===== src/rtl/game_pkg.sv =====
// Shared definitions for the bird-shoot scoring block: FSM encoding,
// default game constants and the double-dabble digit adjust.
package game_pkg;

  typedef enum logic [1:0] {
    ST_IDLE      = 2'd0,
    ST_PLAY      = 2'd1,
    ST_EVAL      = 2'd2,
    ST_GAME_OVER = 2'd3
  } game_state_t;

  localparam int DEF_BIRDS_PER_ROUND = 10;
  localparam int DEF_PASS_MIN        = 6;
  localparam int DEF_SCORE_W         = 14;
  localparam int DEF_HIT_POINTS      = 50;
  localparam int DEF_ESCAPE_PENALTY  = 10;
  localparam int DEF_ROUND_W         = 4;
  localparam int DEF_BCD_DIGITS      = 4;

  function automatic logic [3:0] bcd_adjust(input logic [3:0] digit);
    if (digit >= 4'd5) begin
      bcd_adjust = digit + 4'd3;
    end else begin
      bcd_adjust = digit;
    end
  endfunction

endpackage


===== src/rtl/bin2bcd_seq.sv =====
// Sequential double-dabble converter: one bit per cycle, BIN_W cycles per
// conversion; a new load restarts it and bcd holds until a conversion ends.
module bin2bcd_seq
  import game_pkg::*;
#(
  parameter int BIN_W  = DEF_SCORE_W,
  parameter int DIGITS = DEF_BCD_DIGITS
) (
  input  logic                  clk,
  input  logic                  resetn,
  input  logic                  load,
  input  logic [BIN_W-1:0]      bin,
  output logic [4*DIGITS-1:0]   bcd,
  output logic                  done
);

  localparam int CNT_W = $clog2(BIN_W + 1);

  logic [BIN_W-1:0]    shift_r;
  logic [4*DIGITS-1:0] work_r;
  logic [4*DIGITS-1:0] bcd_r;
  logic [4*DIGITS-1:0] adj_s;
  logic [4*DIGITS-1:0] step_s;
  logic [CNT_W-1:0]    cnt_r;
  logic                busy_r;
  logic                done_r;

  // One shift-and-adjust step; digits above DIGITS fall off the top.
  always_comb begin
    adj_s = {(4*DIGITS){1'b0}};
    for (int d = 0; d < DIGITS; d++) begin
      adj_s[4*d +: 4] = bcd_adjust(work_r[4*d +: 4]);
    end
    step_s = {adj_s[4*DIGITS-2:0], shift_r[BIN_W-1]};
  end

  // Conversion sequencer; bcd and done are published on the final step.
  always_ff @(posedge clk or negedge resetn) begin
    if (!resetn) begin
      shift_r <= {BIN_W{1'b0}};
      work_r  <= {(4*DIGITS){1'b0}};
      bcd_r   <= {(4*DIGITS){1'b0}};
      cnt_r   <= {CNT_W{1'b0}};
      busy_r  <= 1'b0;
      done_r  <= 1'b1;
    end else if (load) begin
      shift_r <= bin;
      work_r  <= {(4*DIGITS){1'b0}};
      cnt_r   <= CNT_W'(BIN_W);
      busy_r  <= 1'b1;
      done_r  <= 1'b0;
    end else if (busy_r) begin
      shift_r <= {shift_r[BIN_W-2:0], 1'b0};
      work_r  <= step_s;
      cnt_r   <= cnt_r - CNT_W'(1);
      if (cnt_r == CNT_W'(1)) begin
        busy_r <= 1'b0;
        done_r <= 1'b1;
        bcd_r  <= step_s;
      end
    end
  end

  assign bcd  = bcd_r;
  assign done = done_r;

endmodule


===== src/rtl/score_round_ctrl.sv =====
// Round/score controller: tracks bird outcomes per round, keeps a saturating
// score, evaluates each round and keeps a BCD copy of the score.
module score_round_ctrl
  import game_pkg::*;
#(
  parameter int BIRDS_PER_ROUND = DEF_BIRDS_PER_ROUND,
  parameter int PASS_MIN        = DEF_PASS_MIN,
  parameter int SCORE_W         = DEF_SCORE_W,
  parameter int HIT_POINTS      = DEF_HIT_POINTS,
  parameter int ESCAPE_PENALTY  = DEF_ESCAPE_PENALTY,
  parameter int ROUND_W         = DEF_ROUND_W,
  parameter int BCD_DIGITS      = DEF_BCD_DIGITS
) (
  input  logic                                   clk,
  input  logic                                   resetn,
  input  logic                                   start,
  input  logic                                   hit_evt,
  input  logic                                   escape_evt,
  output logic [BIRDS_PER_ROUND-1:0]             bird_mask,
  output logic [$clog2(BIRDS_PER_ROUND+1)-1:0]   hits,
  output logic [$clog2(BIRDS_PER_ROUND+1)-1:0]   misses,
  output logic [ROUND_W-1:0]                     round,
  output logic [SCORE_W-1:0]                     score,
  output logic [4*BCD_DIGITS-1:0]                score_bcd,
  output logic                                   bcd_valid,
  output logic                                   round_done,
  output logic                                   game_over,
  output logic                                   playing
);

  localparam int CNT_W = $clog2(BIRDS_PER_ROUND + 1);
  localparam logic [SCORE_W:0]           SCORE_MAX = {1'b0, {SCORE_W{1'b1}}};
  localparam logic [SCORE_W:0]           HIT_PTS   = (SCORE_W+1)'(HIT_POINTS);
  localparam logic [SCORE_W-1:0]         ESC_PTS   = SCORE_W'(ESCAPE_PENALTY);
  localparam logic [CNT_W:0]             BIRDS_C   = (CNT_W+1)'(BIRDS_PER_ROUND);
  localparam logic [CNT_W-1:0]           PASS_C    = CNT_W'(PASS_MIN);
  localparam logic [BIRDS_PER_ROUND-1:0] ONE_B     = {{(BIRDS_PER_ROUND-1){1'b0}}, 1'b1};

  game_state_t                state_r, state_nxt;
  logic [SCORE_W-1:0]         score_r, score_nxt;
  logic [ROUND_W-1:0]         round_r, round_nxt;
  logic [CNT_W-1:0]           hits_r, hits_nxt;
  logic [CNT_W-1:0]           misses_r, misses_nxt;
  logic [BIRDS_PER_ROUND-1:0] mask_r, mask_nxt;
  logic                       round_done_r, round_done_nxt;
  logic                       playing_r, game_over_r;

  logic [SCORE_W:0]           add_s;
  logic [SCORE_W-1:0]         score_add_s, score_sub_s;
  logic [CNT_W:0]             filled_s;
  logic [CNT_W-1:0]           slot_s;
  logic [BIRDS_PER_ROUND-1:0] mask_clr_s;
  logic                       conv_load_s;

  // Saturating score arithmetic and the bird slot of the current event.
  always_comb begin
    add_s = {1'b0, score_r} + HIT_PTS;
    if (add_s > SCORE_MAX) begin
      score_add_s = SCORE_MAX[SCORE_W-1:0];
    end else begin
      score_add_s = add_s[SCORE_W-1:0];
    end
    if (score_r < ESC_PTS) begin
      score_sub_s = {SCORE_W{1'b0}};
    end else begin
      score_sub_s = score_r - ESC_PTS;
    end
    filled_s   = {1'b0, hits_r} + {1'b0, misses_r} + (CNT_W+1)'(1);
    slot_s     = hits_r + misses_r;
    mask_clr_s = mask_r & ~(ONE_B << slot_s);
  end

  // Next-state and datapath updates; a hit wins over a simultaneous escape.
  always_comb begin
    state_nxt      = state_r;
    score_nxt      = score_r;
    round_nxt      = round_r;
    hits_nxt       = hits_r;
    misses_nxt     = misses_r;
    mask_nxt       = mask_r;
    round_done_nxt = 1'b0;
    case (state_r)
      ST_IDLE, ST_GAME_OVER: begin
        if (start) begin
          state_nxt  = ST_PLAY;
          score_nxt  = {SCORE_W{1'b0}};
          round_nxt  = {ROUND_W{1'b0}};
          hits_nxt   = {CNT_W{1'b0}};
          misses_nxt = {CNT_W{1'b0}};
          mask_nxt   = {BIRDS_PER_ROUND{1'b1}};
        end else begin
          state_nxt = state_r;
        end
      end
      ST_PLAY: begin
        if (hit_evt) begin
          hits_nxt  = hits_r + CNT_W'(1);
          mask_nxt  = mask_clr_s;
          score_nxt = score_add_s;
          state_nxt = (filled_s == BIRDS_C) ? ST_EVAL : ST_PLAY;
        end else if (escape_evt) begin
          misses_nxt = misses_r + CNT_W'(1);
          score_nxt  = score_sub_s;
          state_nxt  = (filled_s == BIRDS_C) ? ST_EVAL : ST_PLAY;
        end else begin
          state_nxt = ST_PLAY;
        end
      end
      ST_EVAL: begin
        if (hits_r >= PASS_C) begin
          round_nxt      = round_r + ROUND_W'(1);
          hits_nxt       = {CNT_W{1'b0}};
          misses_nxt     = {CNT_W{1'b0}};
          mask_nxt       = {BIRDS_PER_ROUND{1'b1}};
          round_done_nxt = 1'b1;
          state_nxt      = ST_PLAY;
        end else begin
          state_nxt = ST_GAME_OVER;
        end
      end
      default: begin
        state_nxt = ST_IDLE;
      end
    endcase
  end

  // State, counters and registered status flags.
  always_ff @(posedge clk or negedge resetn) begin
    if (!resetn) begin
      state_r      <= ST_IDLE;
      score_r      <= {SCORE_W{1'b0}};
      round_r      <= {ROUND_W{1'b0}};
      hits_r       <= {CNT_W{1'b0}};
      misses_r     <= {CNT_W{1'b0}};
      mask_r       <= {BIRDS_PER_ROUND{1'b1}};
      round_done_r <= 1'b0;
      playing_r    <= 1'b0;
      game_over_r  <= 1'b0;
    end else begin
      state_r      <= state_nxt;
      score_r      <= score_nxt;
      round_r      <= round_nxt;
      hits_r       <= hits_nxt;
      misses_r     <= misses_nxt;
      mask_r       <= mask_nxt;
      round_done_r <= round_done_nxt;
      playing_r    <= (state_nxt == ST_PLAY) || (state_nxt == ST_EVAL);
      game_over_r  <= (state_nxt == ST_GAME_OVER);
    end
  end

  // Loading with the incoming score makes bcd_valid fall as the new score appears.
  assign conv_load_s = (score_nxt != score_r);

  bin2bcd_seq #(
    .BIN_W  (SCORE_W),
    .DIGITS (BCD_DIGITS)
  ) u_bin2bcd (
    .clk    (clk),
    .resetn (resetn),
    .load   (conv_load_s),
    .bin    (score_nxt),
    .bcd    (score_bcd),
    .done   (bcd_valid)
  );

  assign bird_mask  = mask_r;
  assign hits       = hits_r;
  assign misses     = misses_r;
  assign round      = round_r;
  assign score      = score_r;
  assign round_done = round_done_r;
  assign playing    = playing_r;
  assign game_over  = game_over_r;

endmodule

===== config.mk =====
export PLATFORM = sky130hd
export DESIGN_NAME = score_round_ctrl
export DESIGN_NICKNAME = d
export VERILOG_FILES = /design/src/rtl/game_pkg.sv /design/src/rtl/bin2bcd_seq.sv /design/src/rtl/score_round_ctrl.sv
export SDC_FILE = /design/constraint.sdc
export NUM_CORES = 1
export LEC_CHECK = 0
export CORE_MARGIN = 2
export CORE_UTILIZATION = 63
export DETAILED_ROUTE_END_ITERATION = 7
export GPL_TIMING_DRIVEN = 1
export PLACE_DENSITY = 0.94
export SYNTH_ARGS = -nofsm -noshare
export SYNTH_HDL_FRONTEND = slang
export SYNTH_SLANG_ARGS = --single-unit
export TNS_END_PERCENT = 50

===== constraint.sdc =====
create_clock -name clk -period 7.4 [get_ports clk]
set_input_delay 1.48 -clock clk [delete_from_list [all_inputs] [get_ports clk]]
set_output_delay 1.48 -clock clk [all_outputs]
set_load 0.05 [all_outputs]

==> results of run 1 <==
[synthesized netlist by cell type, types with 6 or more instances]
cell type  number  area share
nand2_1        93       0.054
dfrtp_1        82        0.32
o21ai_0        60       0.046
nor2_1         58       0.033
a21oi_1        45       0.035
mux2_2         26       0.045
ha_1           25       0.048
nand2b_1       24       0.023
clkbuf_1       23       0.013
inv_1          21       0.012
nor3_1         21       0.016
mux2i_1        19       0.029
nand3_1        19       0.015
mux2_4         17       0.039
buf_6          15       0.026
nand4_1        14       0.013
a31oi_1        12       0.012
dfstp_2        11       0.044
xnor2_1        11       0.015
a21o_1          8      0.0092
o22ai_1         7      0.0067
a22oi_1         6      0.0069
and3_1          6      0.0058
buf_2           6      0.0046
o31ai_1         6      0.0069
or3_1           6      0.0058
[state kept, by name, indices dropped and copies added (netlist names), 2 cells and up]
| signal | cells |
|---|---|
| u_bin2bcd.shift_r | 14 |
| u_bin2bcd.cnt_r | 4 |
| score | 14 |
| misses | 4 |
| u_bin2bcd.bcd | 16 |
| u_bin2bcd.work_r | 16 |
| round | 4 |
| state_r | 2 |
| hits | 4 |
| bird_mask | 10 |
[where the power goes]
group,switching (mW),internal [mW]
sequential,0.154,0.605
clock,0.189,0.123
combinational,0.940,0.477
total,1.28,1.21
[path summary, 6_finish.rpt]
kind / start / to / slack (ns) / cells after the start
max: hit_evt / u_bin2bcd.bcd[3]$_DFFE_PN0P_ / 1.70 / 9
min in group asynchronous: resetn / misses[2]$_DFFE_PN0P_ / 0.93 / 1
max reg2reg: state_r[0]$_DFF_PN0_ / u_bin2bcd.bcd[3]$_DFFE_PN0P_ / 2.49 / 12
min: bird_mask[5]$_DFFE_PN1P_ / bird_mask[5]$_DFFE_PN1P_ / 0.47 / 2
max in group asynchronous: resetn / u_bin2bcd.shift_r[7]$_DFFE_PN0P_ / 5.24 / 2
min reg2reg: bird_mask[5]$_DFFE_PN1P_ / bird_mask[5]$_DFFE_PN1P_ / 0.47 / 2
[worst max-delay path, cell delays in order]
cell             delay, ns
clkdlybuf4s50_1       0.89
nand2_1               0.54
a41oi_1               0.36
o2111ai_1             0.14
nor4_1                0.42
o2111ai_1             0.21
or4_1                 0.58
and4bb_1              0.93
mux2_2                0.42
[cell families after synthesis]
family / Yosys count / synth area share
muxes: 62 / 0.113
AOI/OAI and AO/OA: 183 / 0.175
DFF: 93 / 0.360
and+or+nand+nor: 277 / 0.214
xor gates and xnor gates: 16 / 0.0215
buffers and inverters: 72 / 0.0654
adders and majority gates: 26 / 0.0512
[layer usage]
| metal | GRT usage | vias to the layer above |
|---|---|---|
| li1 | - | 2683 |
| met5 | 0 | - |
| met1 | 0.476 | 2893 |
| met4 | 0.123 | 0 |
| met3 | 0.0915 | 56 |
| met2 | 0.567 | 323 |
[cell type report]
class	instances	area, µm²
Multi-Input combinational cell	564	3740
Timing Repair Buffer	67	651
Fill cell	758	3040
Sequential cell	93	2340
Clock buffer	11	131
Tap cell	136	170
Clock inverter	5	35.0
Inverter	22	82.6
==> results.txt, run 1 <==
----------------------------------------------------
[Clock tree]
  Clock insertion delay at the later pin of the skew report ... 0.40 ns
  Number of buffers inserted for hold repair after clock tree synthesis ... 0
  Buffer levels on the longest clock path ... 2
  Clk pin slew, worst setup/hold paths ... 0.09 ns
  Clk root buf ... clkbuf_8
  Post-CTS setup buffer count ... 0
  TritonCTS Sinks ... 93
  H-tree depth ... 3
  Number of cells upsized or downsized after cts ... 0
  TritonCTS clock tree ... yes
  Clock buffer count from CTS ... 9

[Finish]
  Layout-stage area growth over the synthesis result ... 9.91%
  Final Core Density ... 0.702
  Cell Count, Final, Fillers Out ... 898
  Final net count ... 788
  Antenna diode instance count ... 0
  Final Instance Area ... 7150 µm²
  Most common cell after layout, fill and taps aside ... nand2_1
  Proportion of layout cells with a drive suffix above 1 ... 0.114
  Most frequent cells in the layout ... nand2_1 (93), dfrtp_1 (82), o21ai_0 (60)

[GRT]
  Vias in the first global route ... 5787
  Overflow left after global routing ... 0
  Maximum number of pins on one net before global-route repair ... 79
  Number of antenna violations at the first check in global routing ... 0
  GRT Util Overall ... 0.357
  Global-route wire length before repair ... 31100 µm

[Timing]
  Ratio of final minimum period to clock period ... 0.770
  Slew at the pin closest to its max-slew limit ... 1.00 ns
  F_max ... 0.175 GHz
  Setup TNS ... 0 ns
  Post-Route Skew ... 0.0142 ns
  Headroom to the max-slew limit ... 0.327
  Post-route minimum period ... 5.70 ns
  Worst hold slack across all endpoints ... 0.469 ns
  Worst Setup Slack, final ... 1.70 ns
  Pins Over Slew Limit ... 0
  Unrepaired setup endpoints after global routing ... no
  Hold Vio Cnt, Final ... 0
  Setup-failing EPs final ... 0

[Routing]
  M1 WL ... 7860 µm
  Met2 Wirelength ... 9090 µm
  Wirelength per Cell ... 21.3 µm
  Post-route DRC ... 0
  Met3 layer wire length in the routed design ... 1640 µm
  Detailed-route vias per instance ... 6.63
  Drt initial violations ... 615
  Highest Signal Layer ... met4
  Count of nets left with antenna violations after detail routing ... 0
  Routed WL ... 19200 µm
  Vias ... 5955
  Total iterations of the first detailed-routing run ... 6

[Min path]
  Type of the tightest min-delay check ... reg2reg

[Placed design]
  Instance area after placement ... 6980 µm²
  Hpwl dp ... 13600 µm
  Post-placement cell count ... 882
  Global placer's final weighted congestion ... 0.980
  IO Port Bufs ... 60
  Worst slack after detailed placement ... 1.37 ns

[Die]
  Vertical extent of the die ... 106 µm
  Core Rows ... 37
  Area of the placeable core ... 10200 µm²
  DIE AREA ... 11200 µm²
  I/O Pins ... 61
  Initial Util ... 0.639
  Die X ... 106 µm

[Pwr]
  Leak ... 3.10 nW
  Max rail drop VDD ... 253 µV
  Overall power consumption ... 2.49 mW
  Power per Cell Area ... 348 nW/µm²

[Logic synthesis]
  Post-Syn Area per Cell ... 8.92 µm²
  #FFs+latches synth ... 93
  Async S/R FF share, synth ... 1.00
  Count of yosys warnings during synthesis ... 0
  Area of the mapped netlist ... 6500 µm²
  Sequential fraction of the synthesis area ... 0.360
  Net count after synthesis ... 760
  Dominant synthesized flop cell ... dfrtp_1
  Post-synthesis cell count ... 729
  Number of distinct standard cells referenced by the synthesized netlist ... 69
  Number of enable-type register cells in the synthesized netlist ... 0

[Job]
  Max-capacitance violation count ... 0

[Worst setup path]
  Data arrival time at the worst-slack endpoint ... 5.98 ns
  Worst endpoint required time ... 7.68 ns
  Crit. End Element ... flop
  Class of the most critical setup path ... in2reg
  Crit path launch type ... input pin
  Maximum net fanout on the critical path ... 20

[Run status]
  Outcome ... completed

----------------------------------------------------
Note: power is estimated with default switching activity, not from simulation.
==> run 2: changes to the inputs <==
CORE_UTILIZATION = 53   (was 63)
PLACE_DENSITY = 0.86   (was 0.94)
clock period = 5.2 ns   (was 7.4 ns; I/O delays follow)
==> results.txt, run 2 (synthesis results as in run 1) <==
----------------------------------------------------
[Run status]
  Outcome ... completed

[GRT]
  Global-route wire length before repair ... 29600 µm
  Vias in the first global route ... 5690
  GRT Util Overall ... 0.285
  Maximum number of pins on one net before global-route repair ... 62
  Overflow left after global routing ... 0
  Number of antenna violations at the first check in global routing ... 0

[Routing]
  Routed WL ... 18200 µm
  Vias ... 5870
  Count of nets left with antenna violations after detail routing ... 0
  Wirelength per Cell ... 19.6 µm
  Detailed-route vias per instance ... 6.34
  Post-route DRC ... 0
  Total iterations of the first detailed-routing run ... 5
  Drt initial violations ... 610

[Clock tree]
  TritonCTS Sinks ... 93
  Clock buffer count from CTS ... 9
  Post-CTS setup buffer count ... 0
  TritonCTS clock tree ... yes
  Number of cells upsized or downsized after cts ... 0
  Buffer levels on the longest clock path ... 2
  Clk pin slew, worst setup/hold paths ... 0.06 ns
  Clock insertion delay at the later pin of the skew report ... 0.34 ns
  H-tree depth ... 3
  Clk root buf ... clkbuf_16
  Number of buffers inserted for hold repair after clock tree synthesis ... 0

[Placed design]
  Global placer's final weighted congestion ... 1.06
  IO Port Bufs ... 60
  Hpwl dp ... 13000 µm

[Die]
  Core Rows ... 40
  Die X ... 115 µm
  Area of the placeable core ... 12000 µm²
  DIE AREA ... 13200 µm²
  Vertical extent of the die ... 115 µm
  I/O Pins ... 61
  Initial Util ... 0.542

[Timing]
  Post-route minimum period ... 4.60 ns
  Unrepaired setup endpoints after global routing ... no
  Ratio of final minimum period to clock period ... 0.885
  Setup-failing EPs final ... 0
  Post-Route Skew ... 0.00798 ns
  Headroom to the max-slew limit ... 0.285
  Hold Vio Cnt, Final ... 0
  F_max ... 0.217 GHz
  Slew at the pin closest to its max-slew limit ... 1.06 ns
  Pins Over Slew Limit ... 0
  Setup TNS ... 0 ns

[Finish]
  Proportion of layout cells with a drive suffix above 1 ... 0.136
  Final net count ... 805
  Number of fill cells ... 992
  Layout-stage area growth over the synthesis result ... 14.6%
  Most common cell after layout, fill and taps aside ... nand2_1
  Most frequent cells in the layout ... nand2_1 (93), dfrtp_1 (82), o21ai_0 (60)
  Antenna diode instance count ... 0

[Worst setup path]
  Class of the most critical setup path ... in2reg
  Crit. End Element ... flop
  Maximum net fanout on the critical path ... 16
  Data arrival time at the worst-slack endpoint ... 4.83 ns
  Crit path launch type ... input pin
  Worst endpoint required time ... 5.43 ns

[Pwr]
  Overall power consumption ... 3.90 mW
  Power per Cell Area ... 523 nW/µm²
  Leak ... 3.25 nW
  Max rail drop VDD ... 464 µV

[Job]
  Max-capacitance violation count ... 0

[Min path]
  Type of the tightest min-delay check ... reg2reg

----------------------------------------------------
==> run 2: changes by cell type in the layout (fill, tap and decap cells not counted) <==
cell	previous run	this run
buf_4	8	25
clkbuf_16	0	9
clkbuf_8	9	1
bufinv_16	0	2
clkbuf_1	2	0
clkinv_2	2	0
clkinv_4	1	0
clkinvlp_4	1	2
inv_6	1	2
==> run 2: path summary, 6_finish.rpt <==
| path | start | endpoint | slack (ns) | cells past startpoint |
|---|---|---|---|---|
| max | hit_evt | u_bin2bcd.bcd[4]$_DFFE_PN0P_ | 0.60 | 10 |
| min | bird_mask[5]$_DFFE_PN1P_ | bird_mask[5]$_DFFE_PN1P_ | 0.47 | 2 |
| max reg2reg | score[3]$_DFF_PN0_ | u_bin2bcd.bcd[4]$_DFFE_PN0P_ | 0.63 | 10 |
| min reg2reg | bird_mask[5]$_DFFE_PN1P_ | bird_mask[5]$_DFFE_PN1P_ | 0.47 | 2 |
| max in group asynchronous | resetn | bird_mask[2]$_DFFE_PN1P_ | 3.48 | 2 |
| min in group asynchronous | resetn | u_bin2bcd.bcd[11]$_DFFE_PN0P_ | 0.77 | 1 |
==> run 2: layout make-up <==
| cell class | count | area [µm²] | area share |
|---|---|---|---|
| flip-flops and latches | 93 | 2340 | 0.314 |
| repair buffers | 84 | 778 | 0.104 |
| well taps | 147 | 184 | 0.0247 |
| inverters | 22 | 82.6 | 0.0111 |
| multi-input cells | 564 | 3740 | 0.501 |
| clock inverters | 6 | 92.6 | 0.0124 |
| clock buffers | 10 | 239 | 0.0321 |
==> run 2: worst max-delay path: stages <==
cell and delay [ns]:
clkdlybuf4s50_1 0.63, nand2b_1 0.42, o311ai_0 0.44, o21ai_0 0.18
nor4_1 0.34, o2111ai_1 0.17, or4_1 0.59, and4bb_1 0.30
buf_4 0.31, mux2_2 0.39
==> run 2: metal layers <==
| metal | track usage | part of all wire |
|---|---|---|
| met1 | 0.378 | 0.41 |
| met2 | 0.460 | 0.47 |
| met3 | 0.0664 | 0.092 |
| met4 | 0.104 | 0.036 |
| met5 | 0 | 0 |
==> run 2: per-stage QoR <==
stage / utilization / cell area [µm²] / instances / hold WS (ns) / setup WS (ns)
3_5_place_dp: 0.593 / 7120 / 910 / 0.458 / 0.362
5_1_grt: 0.621 / 7460 / 926 / 0.480 / 0.483
6_report: 0.621 / 7460 / 926 / 0.469 / 0.599
3_3_place_gp: 0.593 / 7120 / 910 / 0.448 / 0.484
4_1_cts: 0.621 / 7460 / 926 / 0.467 / 0.679
2_1_floorplan: - / 6500 / 729 / 0.493 / 1.31
==> run 2: where the power goes <==
group / internal (mW) / switching [mW]
logic: 0.749 / 1.41
registers: 0.864 / 0.152
clock network: 0.438 / 0.286
==> run 3: changes to the inputs <==
CORE_UTILIZATION = 54   (was 53)
CTS_BUF_LIST = sky130_fd_sc_hd__clkbuf_4   (was unset)
PLACE_DENSITY = 0.87   (was 0.86)
==> results.txt, run 3 (synthesis results as in run 1) <==
----------------------------------------------------
[Die]
  I/O Pins ... 61
  Vertical extent of the die ... 114 µm
  Initial Util ... 0.548
  DIE AREA ... 12900 µm²
  Core Rows ... 40
  Die X ... 114 µm
  Area of the placeable core ... 11900 µm²

[Pwr]
  Leak ... 3.15 nW
  Max rail drop VDD ... 460 µV
  Overall power consumption ... 3.54 mW
  Power per Cell Area ... 488 nW/µm²

[Finish]
  Antenna diode instance count ... 0
  Cell Count, Final, Fillers Out ... 925
  Final net count ... 804
  Most frequent cells in the layout ... nand2_1 (93), dfrtp_1 (82), o21ai_0 (60)
  Final Instance Area ... 7240 µm²
  Layout-stage area growth over the synthesis result ... 11.3%
  Number of fill cells ... 986
  Final Core Density ... 0.611
  Proportion of layout cells with a drive suffix above 1 ... 0.135
  Most common cell after layout, fill and taps aside ... nand2_1

[Timing]
  Headroom to the max-slew limit ... 0.263
  Setup-failing EPs final ... 0
  Post-route minimum period ... 4.40 ns
  Hold Vio Cnt, Final ... 0
  Ratio of final minimum period to clock period ... 0.846
  Unrepaired setup endpoints after global routing ... no
  Slew at the pin closest to its max-slew limit ... 1.10 ns
  Worst Setup Slack, final ... 0.801 ns
  F_max ... 0.227 GHz
  Pins Over Slew Limit ... 0
  Worst hold slack across all endpoints ... 0.470 ns
  Setup TNS ... 0 ns
  Post-Route Skew ... 0.0223 ns

[Placed design]
  Worst slack after detailed placement ... 0.361 ns
  Hpwl dp ... 13200 µm
  IO Port Bufs ... 60
  Global placer's final weighted congestion ... 1.01
  Instance area after placement ... 7120 µm²
  Post-placement cell count ... 909

[Worst setup path]
  Data arrival time at the worst-slack endpoint ... 4.81 ns
  Worst endpoint required time ... 5.61 ns
  Maximum net fanout on the critical path ... 25
  Crit path launch type ... input pin
  Class of the most critical setup path ... in2reg
  Crit. End Element ... flop

[GRT]
  Number of antenna violations at the first check in global routing ... 0
  Global-route wire length before repair ... 29700 µm
  Maximum number of pins on one net before global-route repair ... 54
  Overflow left after global routing ... 0
  GRT Util Overall ... 0.292
  Vias in the first global route ... 5679

[Clock tree]
  Number of buffers inserted for hold repair after clock tree synthesis ... 0
  TritonCTS Sinks ... 93
  Number of cells upsized or downsized after cts ... 0
  Clock buffer count from CTS ... 9
  Post-CTS setup buffer count ... 0
  H-tree depth ... 3
  TritonCTS clock tree ... yes
  Buffer levels on the longest clock path ... 2
  Clk pin slew, worst setup/hold paths ... 0.15 ns
  Clk root buf ... clkbuf_4
  Clock insertion delay at the later pin of the skew report ... 0.49 ns

[Routing]
  Drt initial violations ... 725
  Count of nets left with antenna violations after detail routing ... 0
  Total iterations of the first detailed-routing run ... 6
  Routed WL ... 18500 µm
  Detailed-route vias per instance ... 6.32
  Wirelength per Cell ... 20.0 µm
  Vias ... 5845
  Post-route DRC ... 0

[Job]
  Max-capacitance violation count ... 0

[Run status]
  Outcome ... completed

[Min path]
  Type of the tightest min-delay check ... reg2reg

----------------------------------------------------
[run 3: changes by cell type in the layout (fill, tap and decap cells not counted), sizes merged]
cell,delta
bufinv,-2
buf,-1
clkbuf,-1
clkinv,+1
clkinvlp,+1
inv,+1
[run 3: worst max-delay path, cell delays in order]
cell	delay, ns
clkdlybuf4s50_1	0.56
nand2b_1	0.42
o21ai_0	0.47
o21ai_0	0.18
nor4_1	0.34
o2111ai_1	0.19
or4_1	0.59
nand4b_4	0.50
buf_4	0.36
a21oi_1	0.14
[run 3: where the power goes]
part	internal [mW]	total (mW)	switching [mW]
Combinational	0.729	2.13	1.40
Clock	0.105	0.382	0.276
Sequential	0.862	1.02	0.161
[run 3: worst paths after layout]
path	from	endpoint	slack [ns]	cells past startpoint
min in group asynchronous	resetn	u_bin2bcd.bcd[9]$_DFFE_PN0P_	0.51	1
hold reg to reg	bird_mask[5]$_DFFE_PN1P_	bird_mask[5]$_DFFE_PN1P_	0.47	2
setup reg to reg	score[10]$_DFF_PN0_	u_bin2bcd.work_r[11]$_DFFE_PN0P_	0.89	11
max in group asynchronous	resetn	round[2]$_DFFE_PN0P_	3.64	2
setup / recovery	hit_evt	u_bin2bcd.work_r[11]$_DFFE_PN0P_	0.80	10
hold / removal	bird_mask[5]$_DFFE_PN1P_	bird_mask[5]$_DFFE_PN1P_	0.47	2
[run 3: final cells by class]
| type | count | area, µm² | area share |
|---|---|---|---|
| Sequential cell | 93 | 2340 | 0.323 |
| Timing Repair Buffer | 83 | 771 | 0.106 |
| Inverter | 22 | 82.6 | 0.0114 |
| Tap cell | 147 | 184 | 0.0254 |
| Clock inverter | 7 | 58.8 | 0.00812 |
| Multi-Input combinational cell | 564 | 3740 | 0.516 |
| Clock buffer | 9 | 67.6 | 0.00933 |
[run 3: layer usage]
metal / up-vias / global-route usage / wire [µm]
li1: 2700 / - / -
met1: 2767 / 0.395 / 7870
met2: 321 / 0.459 / 8440
met3: 57 / 0.0563 / 1450
met4: 0 / 0.128 / 733
met5: - / 0 / 0
